[config.mk]
export PLATFORM = sky130hd
export DESIGN_NAME = func_scan_ctrl
export DESIGN_NICKNAME = d
export VERILOG_FILES = /design/src/rtl/func_scan_ctrl.sv
export SDC_FILE = /design/constraint.sdc
export NUM_CORES = 1
export LEC_CHECK = 0
export CORE_ASPECT_RATIO = 1.5
export CORE_MARGIN = 10
export CORE_UTILIZATION = 59
export CTS_BUF_LIST = sky130_fd_sc_hd__clkbuf_2 sky130_fd_sc_hd__clkbuf_4 sky130_fd_sc_hd__clkbuf_8
export DETAILED_ROUTE_END_ITERATION = 8
export HOLD_SLACK_MARGIN = 0.05
export PLACE_DENSITY = 0.94
export RECOVER_POWER = 50
export SYNTH_ARGS = -nofsm -noshare
export SYNTH_HDL_FRONTEND = slang
export SYNTH_SLANG_ARGS = --single-unit
[constraint.sdc]
create_clock -name clk -period 3.6 [get_ports clk]
set_input_delay 1.08 -clock clk [delete_from_list [all_inputs] [get_ports clk]]
set_output_delay 1.08 -clock clk [all_outputs]
set_load 0.02 [all_outputs]
[src/rtl/func_scan_ctrl.sv]
// Sweeps a 3-input function block through all eight input codes and captures its truth table.
// Optional SCAN_PARITY_EN adds parity_out, the XOR of all captured table bits.
module func_scan_ctrl #(
  parameter int unsigned SETTLE = 2
) (
  input  logic       clk,
  input  logic       rst,
  input  logic       start,
  input  logic       abort,
  input  logic       f_in,
  output logic [2:0] w_out,
  output logic       en_out,
  output logic       busy,
  output logic       done,
  output logic [7:0] table_out,
  output logic [3:0] ones_cnt
`ifdef SCAN_PARITY_EN
  ,
  output logic       parity_out
`endif
);

  typedef enum logic [1:0] {IDLE, DRIVE, SAMPLE, DONE} state_t;

  localparam logic [3:0] CNT_LAST = 4'(SETTLE - 1);

  state_t     state_q, state_d;
  logic [2:0] w_q, w_d;
  logic       en_q, en_d;
  logic       busy_q, busy_d;
  logic       done_q, done_d;
  logic [7:0] table_q, table_d;
  logic [3:0] ones_q, ones_d;
  logic [3:0] cnt_q, cnt_d;
  logic       par_q, par_d;

  always_ff @(posedge clk or posedge rst) begin
    if (rst) begin
      state_q <= IDLE;
      w_q     <= 3'd0;
      en_q    <= 1'b0;
      busy_q  <= 1'b0;
      done_q  <= 1'b0;
      table_q <= 8'd0;
      ones_q  <= 4'd0;
      cnt_q   <= 4'd0;
      par_q   <= 1'b0;
    end else begin
      state_q <= state_d;
      w_q     <= w_d;
      en_q    <= en_d;
      busy_q  <= busy_d;
      done_q  <= done_d;
      table_q <= table_d;
      ones_q  <= ones_d;
      cnt_q   <= cnt_d;
      par_q   <= par_d;
    end
  end

  always_comb begin
    state_d = state_q;
    w_d     = w_q;
    en_d    = en_q;
    busy_d  = busy_q;
    done_d  = 1'b0;
    table_d = table_q;
    ones_d  = ones_q;
    cnt_d   = cnt_q;
    par_d   = par_q;
    case (state_q)
      IDLE: begin
        if (start) begin
          state_d = DRIVE;
          w_d     = 3'd0;
          en_d    = 1'b1;
          busy_d  = 1'b1;
          table_d = 8'd0;
          ones_d  = 4'd0;
          cnt_d   = 4'd0;
          par_d   = 1'b0;
        end
      end
      DRIVE: begin
        if (abort) begin
          state_d = IDLE;
          en_d    = 1'b0;
          busy_d  = 1'b0;
        end else begin
          cnt_d = cnt_q + 4'd1;
          if (cnt_q == CNT_LAST) state_d = SAMPLE;
        end
      end
      SAMPLE: begin
        // An aborted sample leaves the partial table untouched.
        if (abort) begin
          state_d = IDLE;
          en_d    = 1'b0;
          busy_d  = 1'b0;
        end else begin
          table_d[w_q] = f_in;
          ones_d       = ones_q + {3'd0, f_in};
          par_d        = par_q ^ f_in;
          if (w_q != 3'd7) begin
            w_d     = w_q + 3'd1;
            cnt_d   = 4'd0;
            state_d = DRIVE;
          end else begin
            state_d = DONE;
            en_d    = 1'b0;
            busy_d  = 1'b0;
            done_d  = 1'b1;
          end
        end
      end
      DONE: begin
        state_d = IDLE;
      end
      default: begin
        state_d = IDLE;
        en_d    = 1'b0;
        busy_d  = 1'b0;
      end
    endcase
  end

  assign w_out     = w_q;
  assign en_out    = en_q;
  assign busy      = busy_q;
  assign done      = done_q;
  assign table_out = table_q;
  assign ones_cnt  = ones_q;
`ifdef SCAN_PARITY_EN
  assign parity_out = par_q;
`else
  logic unused_par;
  assign unused_par = par_q;
`endif

endmodule

# == After elaboration in Yosys (flattened, before gate mapping) ==
# Cells that the tools add are included.
# totals
in_bits,5
reg_bits,23
wordCells,64
out_inout_bits,18
# op_classes
n_eq_ne,12
order_cmp,2
add_sub_neg,3
n_mux,31
reduce_logical,9
# op_table
op,n
4-bit two-way mux,5
8-bit two-way mux,2
8-bit one-hot mux with 2 select lines,1
4-bit one-hot mux with 3 select lines,1
2-bit two-way mux,5
2-bit inequality test (second input constant),5
3-bit two-way mux,3
3-bit inequality test (second input constant),3
8-bit bitwise mux,1
1-bit two-way mux,8
2-bit one-hot mux with 4 select lines,1
4-bit one-hot mux with 2 select lines,1
4-bit AND reduction,2
3-bit one-hot mux with 2 select lines,1
5-bit AND reduction,1
4-bit by 1-bit adder with 4-bit output,1
4-bit by 1-bit adder with 4-bit output (second input constant),1
2-bit equality test (second input constant),2
4-bit by 1-bit equality test with 1-bit output (second input constant),1
3-bit by 4-bit less-than comparator with 1-bit output (second input constant),1
3-bit by 1-bit adder with 3-bit output (second input constant),1
1-bit demux with 3-bit select,1
3-bit by 1-bit greater-or-equal comparator with 1-bit output (second input constant),1
1-bit one-hot mux with 3 select lines,1
other kinds (7),7

# == Longest topological paths before layout ==
# depth
ltp_word,7
mapped_depth,8
mapped_depth_nobuf,6

# == Worst setup path after synthesis ==
# Ideal clock, no wire load.
# synth_path
kind,input port to flip-flop
from,in f_in
to,"reg ones_q[1], in the netlist ones_cnt[1]"
path_buffers,0
path_slack_ps,1655
t_arrival_ps,1817
cell_stages,5
path_cell_list,ha_1 > ha_1 > and3_1 > a21oi_1 > o21ai_0
# synth_between
elab_chain_len,3
# synth_lines
item,line_no,rtl
from (decl),10,"input logic f_in,"
4-bit by 1-bit adder with 4-bit output,102,"ones_d = ones_q + {3'd0, f_in};"
4-bit two-way mux,96,if (abort) begin
4-bit one-hot mux with 2 select lines,71,case (state_q)
to (signal assigned),55,ones_q <= ones_d;
to (decl),33,"logic [3:0] ones_q, ones_d;"
# Every way passes these cells. The select of a mux whose other input is x is not followed.
# A chain may end at the register's enable or synchronous reset.

# == Worst setup path in the final report ==
# layout_path
from,"reg w_q[0], in the netlist w_out[0]"
to,out w_out[0]
# layout_rtl
item,line_no,rtl
from (decl),28,"logic [2:0] w_q, w_d;"
from (signal assigned),50,w_q <= w_d;
to (decl),11,"output logic [2:0] w_out,"
# No word-level cell between the ends.

==> metrics.txt <==
root buf cell clkbuf_4; Net count, final 186; simple-gate share of the synthesized area 16.50%; CP arrival 1.61 ns; YS warnings 0; Period minus WS final 2.688 ns; Max Clock Freq 0.3721 GHz; largest net degree at the start of global routing 24; main combinational cell family by area after synthesis compound AO/OA/AOI/OAI gates; DRT Pass-1 Iters 4; full die area 0.004677 mm2; IO Port Bufs 22; RSZ-0062 raised after global routing no; multiplexer share of the synthesized area 2.200%; Die Y approximately 79 um; filler cell count approximately 170; placement row count 21; Die W just under 60 um; Layout area overhead 17.23%; Post-CTS Setup Inserts 0; total wire length 3.087 mm; final std cells w/o fill about 190; Final Hold Violating Endpoints 0; run status complete, no violations; ys flop type dfrtp_1; worst-path fanout max 15; grt ovf 0; Inst Count DP approximately 190; setup ws final roughly 0.91 ns; cts hold-fix bufs 0; H-tree levels 1; Max clock buf depth 2; Least-Margin Pin Slew 0.8537 ns; crit-path max cell delay 0.68 ns; Cell Area, Synth 0.001365 mm2; initial core utilization 61.12%; Total Neg Setup Slack 0 ns; initial antenna violation count 0; post-synthesis sequential area ratio 42.16%; CP Capture Type output pin; static leakage 0.7060 nW; fin. max-slew vios 0; Post-synth EDFFs 0; Compound-Gate Fraction of Synth Area 22.09%; syn_area_per_cell 9.100 um2; post-synthesis xor/xnor area fraction 0.6416%; gp weighted congestion about 0.9; DRT antenna net count 0; # clock sinks 23; pre-CTS WS 0.8647 ns; Distinct cells, synth 35; layout cells sized above 1 between 3 and 4%; Maximum Capacitance Violations 0; synthesized flop and latch total 23; DR vias/cell 6.203; syn nets 166; vias in the first global route 1241; DRC violation count after routing 0; leading cell types by count after synthesis 23 x dfrtp_1, 16 x o21ai_0, 12 x inv_1, 12 x nand2_1, 11 x ha_1; Initial DRC Count 57; Worst Path Required 2.52 ns; wire per inst between 15 and 20 um; slew margin rel. approximately 43%; Hold WC Path Type register to register; cell taking the most area after synthesis dfrtp_1; Core Footprint 0.002233 mm2; post_cts resized 0; via count roughly 1200; main area contributors after synthesis dfrtp_1 42%, ha_1 10%, o21ai_0 5.9%; total CTS buffers 3; CP delay by family, top buffers and inverters; startpoint types register; fin crit share 74.66%; DPL Wire Length 2.435 mm; Adder-Cell Fraction of Synth Area approximately 10%; VDD IR max 0.4022 mV; Reg clk slew, reported paths about 0.13 ns; global-route wire length before repair 5.313 mm; Total Routing Usage GR about 14%; Worst Path Buf+Inv 1; # setup viols final 0; top cell type's share of synthesized area 42.16%; # diodes 0; CTS tree yes; clk_lat worst skew 0.32 ns; IO Count 23; Crit Path Class register to output pin; CP cell instances clkdlybuf4s50_1; slowest CP cell clkdlybuf4s50_1; Layout Utilization 71.65%; Post-Syn Instances 150; most frequent cell after synthesis dfrtp_1; ys async rst share 100.0%; PD cells about 530 mW/mm2; clk_skew 0.007394 ns
-- flip-flops by register name (all words and copies together), names as in the netlist --
register and count:
ones_cnt 4, state_q 2, table_out 8, done 1
w_out 3, cnt_q 4, busy 1
-- routing by layer --
| metal | GRT usage (%) | part of all wire, % |
|---|---|---|
| met1 | 12.61 | 36 |
| met2 | 26.41 | 56 |
| met3 | 3.025 | 6.2 |
| met4 | 7.373 | 2.6 |
| met5 | 0 | 0 |
-- final cells by class --
class                      instances  area (um2)  area share (%)
tap                               23       28.78           1.798
inverter                          12       45.04           2.815
timing repair buffer              22       220.2           13.76
clock buffer                       3       22.52           1.407
multi-input combinational        108       703.2           43.94
clock inverter                     1       5.005          0.3127
sequential                        23       575.6           35.97
-- logic make-up after synthesis --
family,after synthesis
flops,23
mux,3
xor+xnor,1
compound gates,51
fa+ha+maj,11
simple gates,42
buf+inv,19
-- metrics by stage --
step / hold WS [ns] / cell area [um2] / power [mW]
floorplan: 0.4722 / 1365 / 0.6315
global placement: 0.4721 / 1573 / 0.7110
detailed placement: 0.4864 / 1573 / 0.7313
CTS: 0.5153 / 1600 / 0.8510
global route: 0.5576 / 1600 / 0.9114
finish: 0.5110 / 1600 / 0.8505
-- tightest hold or removal path: cells and delay by family, from the launching register on --
family	cells	cell delay, ns
AO/OA/AOI/OAI	2	0.12
flip-flops	1	0.36
-- cells in the final DEF, fill, tap and decap left out, types with 2 or more instances in the layout --
| cell type | instances |
|---|---|
| clkdlybuf4s50_1 | 20 |
| inv_1 | 12 |
| o41ai_1 | 2 |
| dlygate4sd3_1 | 2 |
| o31ai_1 | 2 |
| nor2_1 | 4 |
| nor2b_1 | 2 |
| dfrtp_1 | 23 |
| clkbuf_4 | 3 |
| and3_1 | 2 |
| o311ai_0 | 3 |
| nand3_1 | 5 |
| nand4_1 | 3 |
| nand2_1 | 12 |
| a21oi_1 | 9 |
| o21a_1 | 2 |
| a31oi_1 | 6 |
| nor3_1 | 2 |
| o21ai_1 | 7 |
| mux2i_1 | 3 |
| ha_1 | 11 |
| nand2b_1 | 6 |
| o21ai_0 | 16 |
-- power by group --
group | internal [mW] | leakage [nW] | total, mW | switching (mW)
Sequential | 0.297 | 0.314 | 0.352 | 0.0556
Clock | 0.0417 | 0.0177 | 0.120 | 0.0785
Combinational | 0.154 | 0.374 | 0.378 | 0.224
-- worst paths after layout --
path	from	to	cells past startpoint	slack [ns]
setup / recovery	w_out[0]$_DFFE_PP0P_	w_out[0]	1	0.91
hold / removal	table_out[2]$_DFFE_PP0P_	table_out[2]$_DFFE_PP0P_	2	0.51
setup reg to reg	state_q[0]$_DFFE_PP0P_	table_out[0]$_DFFE_PP0P_	6	1.61
hold reg to reg	table_out[2]$_DFFE_PP0P_	table_out[2]$_DFFE_PP0P_	2	0.51
max in group asynchronous	rst	cnt_q[0]$_DFFE_PP0P_	2	1.71
min in group asynchronous	rst	table_out[1]$_DFFE_PP0P_	2	1.36
Power figures use the tool's default switching activity.
==> patch 1, RTL diff (config.mk and constraints unchanged) <==
Re-encode `state_t` (4 states) as one-hot, 4 bits wide.
--- a/src/rtl/func_scan_ctrl.sv
+++ b/src/rtl/func_scan_ctrl.sv
@@ -20,7 +20,7 @@
 `endif
 );
 
-  typedef enum logic [1:0] {IDLE, DRIVE, SAMPLE, DONE} state_t;
+  typedef enum logic [3:0] {IDLE = 4'b0001, DRIVE = 4'b0010, SAMPLE = 4'b0100, DONE = 4'b1000} state_t;
 
   localparam logic [3:0] CNT_LAST = 4'(SETTLE - 1);
 
Behaviour: no difference found for any inputs over 10 cycles, from zero or initial values and one cycle with rst high; not proved beyond that.
==> patch 1 against the unedited design <==
  * Critical path depth up 5
  * Setup slack lost 130 ps
  * Sequential share of layout area increased by 3.4 points
  * Non-clock buffer count rose by 1
  * Wire length shrank 2.4%
  * Maximum frequency is 4.6% lower
  * Worst hold slack improved by 13 ps
  * Design area fell by 0.55%
  * Sequential cell count rose by 2
  * Area after synthesis grew 0.28%
  * Register-to-register slack got worse by 290 ps
  * Critical path type is now input pin to flop
  * Largest cell class unchanged
Power is not compared: it rests on default switching activity, and its combinational part moved more than twofold at a synthesized area within 25%.
==> patch 1: results (changes against the unedited design) <==
hold_path:
  min_to: "table_out[4]$_DFFE_PP0P_"
drt:
  route.met3.wl_microns: 159  # -17%
  drt_first_iter_violations: 47  # -18%
  detail_route.wl_per_cell_microns: 16.74  # +4.1%
  wl_met2_microns: 1623  # -5.4%
  via_per_inst: 6.339  # +2.2%
placed_design:
  place_inst: 176  # -6.4%
critical_path:
  crit_path_max_fanout: 10  # -5
  r2r-start: "state_q[2]$_DFFE_PP0P_"
  rr_endpoint: "table_out[1]$_DFFE_PP0P_"
  crit_family: "simple AND/OR/NAND/NOR gates"
  critPathSlowestCell: "dlygate4sd3_1"
  r2r_setup_slack_ps: 1320  # -290 ps
  arrival_ps: 3090  # +1480 ps
synthesis:
  synthMuxAreaShare_pct: 1.645  # -0.55 points
  synth_nets: 153  # -7.8%
  synth_cell_types: 39  # +11%
  synth_area_leaders: "dfrtp_1 44%, o21ai_0 6.2%, ha_1 5.5%"
  synth_compound_area_share_pct: 19.74  # -2.3 points
timing:
  worstMarginPinSlew_ps: 950.2  # +96.50 ps
  fin_skew_ps: 13.86  # +6.463 ps
global_route:
  grt_max_degree: 26  # +8.3%
  grtUsageMet2_pct: 24.11  # -2.3 points
  grt_pass1_wl_microns: 5278  # -0.66%
  grt_util_met1_pct: 15.41  # +2.8 points
  grt_pass1_vias: 1178  # -5.1%
run_status:
  status: "completed"
final_layout:
  finalNetCount: 169  # -9.1%
==> patch 1: cell families (layout without fill, tap and decap cells) <==
group | after synthesis | after routing
AND/OR/NAND/NOR | 48 | 48
adder cells (fa/ha/maj) | 6 | 6
AO/OA/AOI/OAI | 42 | 42
multiplexers | 2 | 2
buffers and inverters | 19 | 34
flip-flops | 25 | 25
==> patch 1: worst max-delay path by stage <==
stage / from / end / slack, ps / depth (start not counted)
after global placement: abort / ones_cnt[3]$_DFFE_PP0P_ / 670 / 6
after floorplan: abort / table_out[0]$_DFFE_PP0P_ / 1270 / 6
after global routing: abort / table_out[2]$_DFFE_PP0P_ / 660 / 5
after detailed placement: abort / table_out[1]$_DFFE_PP0P_ / 530 / 5
final: abort / ones_cnt[3]$_DFFE_PP0P_ / 780 / 6
after CTS: w_out[0]$_DFFE_PP0P_ / w_out[0] / 860 / 1
==> patch 1: layout make-up <==
cell class	instances	area, sq um
flip-flops and latches	25	626.9
repair buffers	23	227.7
multi-input cells	98	654.4
inverters	7	26.28
fillers	181	641.9
clock inverters	1	5.005
clock buffers	3	22.52
well taps	23	28.78
==> patch 1: stage by stage <==
stage               setup slack (ps)  power [mW]  hold WS [ps]  instance area (sq um)
detailed placement             531.8      0.5102         499.6                   1570
CTS                            861.2      0.6319         530.4                   1598
floorplan                       1265      0.4641         520.0                   1369
global route                   657.8      0.6641         560.6                   1592
finish                         781.9      0.6281         524.3                   1592
global placement               669.9      0.5027         490.0                   1570
==> patch 1: report_power, final <==
part	leakage [nW]	internal, mW	total [mW]	switching, mW
clock network	0.0177	0.0416	0.125	0.0830
logic	0.337	0.0759	0.162	0.0866
registers	0.342	0.305	0.341	0.0362
==> patch 2, RTL diff (config.mk and constraints unchanged) <==
Without the edit above. Build with the macro `SCAN_PARITY_EN` defined.
--- a/src/rtl/func_scan_ctrl.sv
+++ b/src/rtl/func_scan_ctrl.sv
@@ -1,5 +1,7 @@
 // Sweeps a 3-input function block through all eight input codes and captures its truth table.
 // Optional SCAN_PARITY_EN adds parity_out, the XOR of all captured table bits.
+`define SCAN_PARITY_EN
+
 module func_scan_ctrl #(
   parameter int unsigned SETTLE = 2
 ) (
Function (old outputs only; new: parity_out): kept (equiv_simple and equiv_induct, registers matched by name and starting in step).
==> patch 2 against the unedited design <==
  * First-iteration DRC count up 8.8%
  * Combinational power up 35%
  * Power up 21%
  * Setup slack worse by 17 ps
  * Critical path depth unchanged
  * Sequential cell count up 1
  * Design area up 1.6%
  * Clock skew down 5.1 ps
  * Die area up 0.32%
  * Non-clock buffer count up 1
  * Wire length up 1.3%
  * Area after synthesis up 0.46%
  * Clock power up 22%
  * Critical endpoint unchanged
  * Largest power group unchanged
  * Highest routed layer unchanged
==> patch 2: results (changes against the unedited design) <==
clock_tree:
  clk_pin_slew_ps: 130  # about the same
  cts.htree.levels: 1  # unchanged
  post-cts-setup-buffers: 0  # unchanged
  clk_path_buf_depth: 2  # unchanged
  postCtsResizedCells: 0  # unchanged
  clock_latency_ps: 330
  cts-root-buf: "clkbuf_4"
  cts_buffers: 3  # unchanged
final_layout:
  finalNetCount: 183  # -1.6%
  drive_gt1_share_pct: 3.012  # -0.54 points
  largest_register_ffs: 8  # unchanged
  n_antenna_cell: 0  # unchanged
  fill_cells: 161  # -4.7%
  instances_no_fill: 189  # -1.6%
drt:
  dr.pass1.iters: 4  # unchanged
  drt_first_iter_violations: 62  # +8.8%
  drt-total-wl_microns: 3128  # +1.3%
  vias: 1176  # -1.3%
global_route:
  grt_max_degree: 25  # +4.2%
  overflow: 0  # unchanged
  antenna_found_initial: 0  # unchanged
  grt_pass1_wl_microns: 5257  # -1.1%
  track_usage_pct: 13.67  # -0.16 points
synthesis:
  synthArstFlopShare_pct: 100.0  # unchanged
  synth-seq-area-share_pct: 43.80  # +1.6 points
  yosys_warnings: 0  # unchanged
  synthTopCellsByCount: "24 x dfrtp_1, 18 x nand2_1, 13 x o21ai_1"
  synth_cell_types: 33  # -5.7%
  syn-instance-count: 148  # -1.3%
  synth_area_leaders: "dfrtp_1 44%, ha_1 10%, nand2_1 4.9%"
  synth_nets: 164  # -1.2%
placed_design:
  io_buffers: 23  # +4.5%
  gp_congestion: 0.9099  # +0.79%
  dp_hpwl_microns: 2437  # about the same
  place_ws_ps: 774.7  # -90.04 ps
pwr:
  leakage_nw: 0.7351  # +4.1%
  ir_worst_vdd_uv: 519.2  # +29%
critical_path:
  slowest_delay_ps: 690
  r2r_setup_slack_ps: 1220  # -390 ps
  crit_path_max_fanout: 14  # -1
  critPathSlowestCell: "clkdlybuf4s50_1"
  arrival_ps: 1620
  crit_family: "buffers and inverters"
timing:
  relSlewSlack_pct: 40.32  # -2.7 points
  period_share_pct: 75.12  # +0.46 points
  fin_skew_ps: 2.292  # -5.102 ps
  fin_setup_tns_ps: 0  # unchanged
run_status:
  status: "completed"
run:
  maxCapViolCount: 0  # unchanged
hold_path:
  worstHoldPathType: "flop to flop"
[patch 2: final timing paths]
kind | from | end | cells past startpoint
max reg2reg | state_q[0]$_DFFE_PP0P_ | cnt_q[3]$_DFFE_PP0P_ | 6
min | table_out[2]$_DFFE_PP0P_ | table_out[2]$_DFFE_PP0P_ | 2
max in group asynchronous | rst | state_q[0]$_DFFE_PP0P_ | 2
max | w_out[0]$_DFFE_PP0P_ | w_out[0] | 1
min in group asynchronous | rst | cnt_q[2]$_DFFE_PP0P_ | 2
min reg2reg | table_out[2]$_DFFE_PP0P_ | table_out[2]$_DFFE_PP0P_ | 2
[patch 2: logic make-up (layout without fill, tap and decap cells)]
group	count (synthesis)	count (layout)	synth area share [%]
AOI/OAI and AO/OA	41	41	18.89
xor gates and xnor gates	3	3	1.916
adders and majority gates	11	11	10.04
buffers and inverters	16	34	4.836
DFF	24	24	43.80
muxes	3	3	2.372
and+or+nand+nor	50	50	18.16
[patch 2: metrics by stage]
step	power [mW]	cell area, sq um	utilization, %	hold WS (ps)
final	1.030	1627	72.83	508.9
after global routing	1.099	1627	72.83	548.5
after CTS	1.030	1627	72.83	516.0
after detailed placement	0.8879	1590	71.20	486.0
after global placement	0.8551	1590	71.20	478.3
after floorplan	0.7462	1371	-	463.5
[patch 2: power breakdown]
group	leakage, nW	internal [mW]	switching [mW]
logic	0.387	0.203	0.307
registers	0.327	0.315	0.0587
clock network	0.0210	0.0620	0.0847
total	0.735	0.580	0.450
[patch 2: routing by layer]
metal / wire [microns] / vias up / GRT usage, %
met5: 0 / - / 0
met3: 188 / 9 / 2.548
met1: 1080 / 572 / 13.74
li1: - / 554 / -
met2: 1766 / 41 / 25.26
met4: 93 / 0 / 6.682
[patch 2: layout make-up]
type	instances	area, sq um	share of cell area (%)
clock buffers	4	36.28	2.231
inverters	7	26.28	1.615
multi-input cells	108	704.4	43.31
flip-flops and latches	24	600.6	36.92
well taps	23	28.78	1.769
repair buffers	23	230.2	14.15
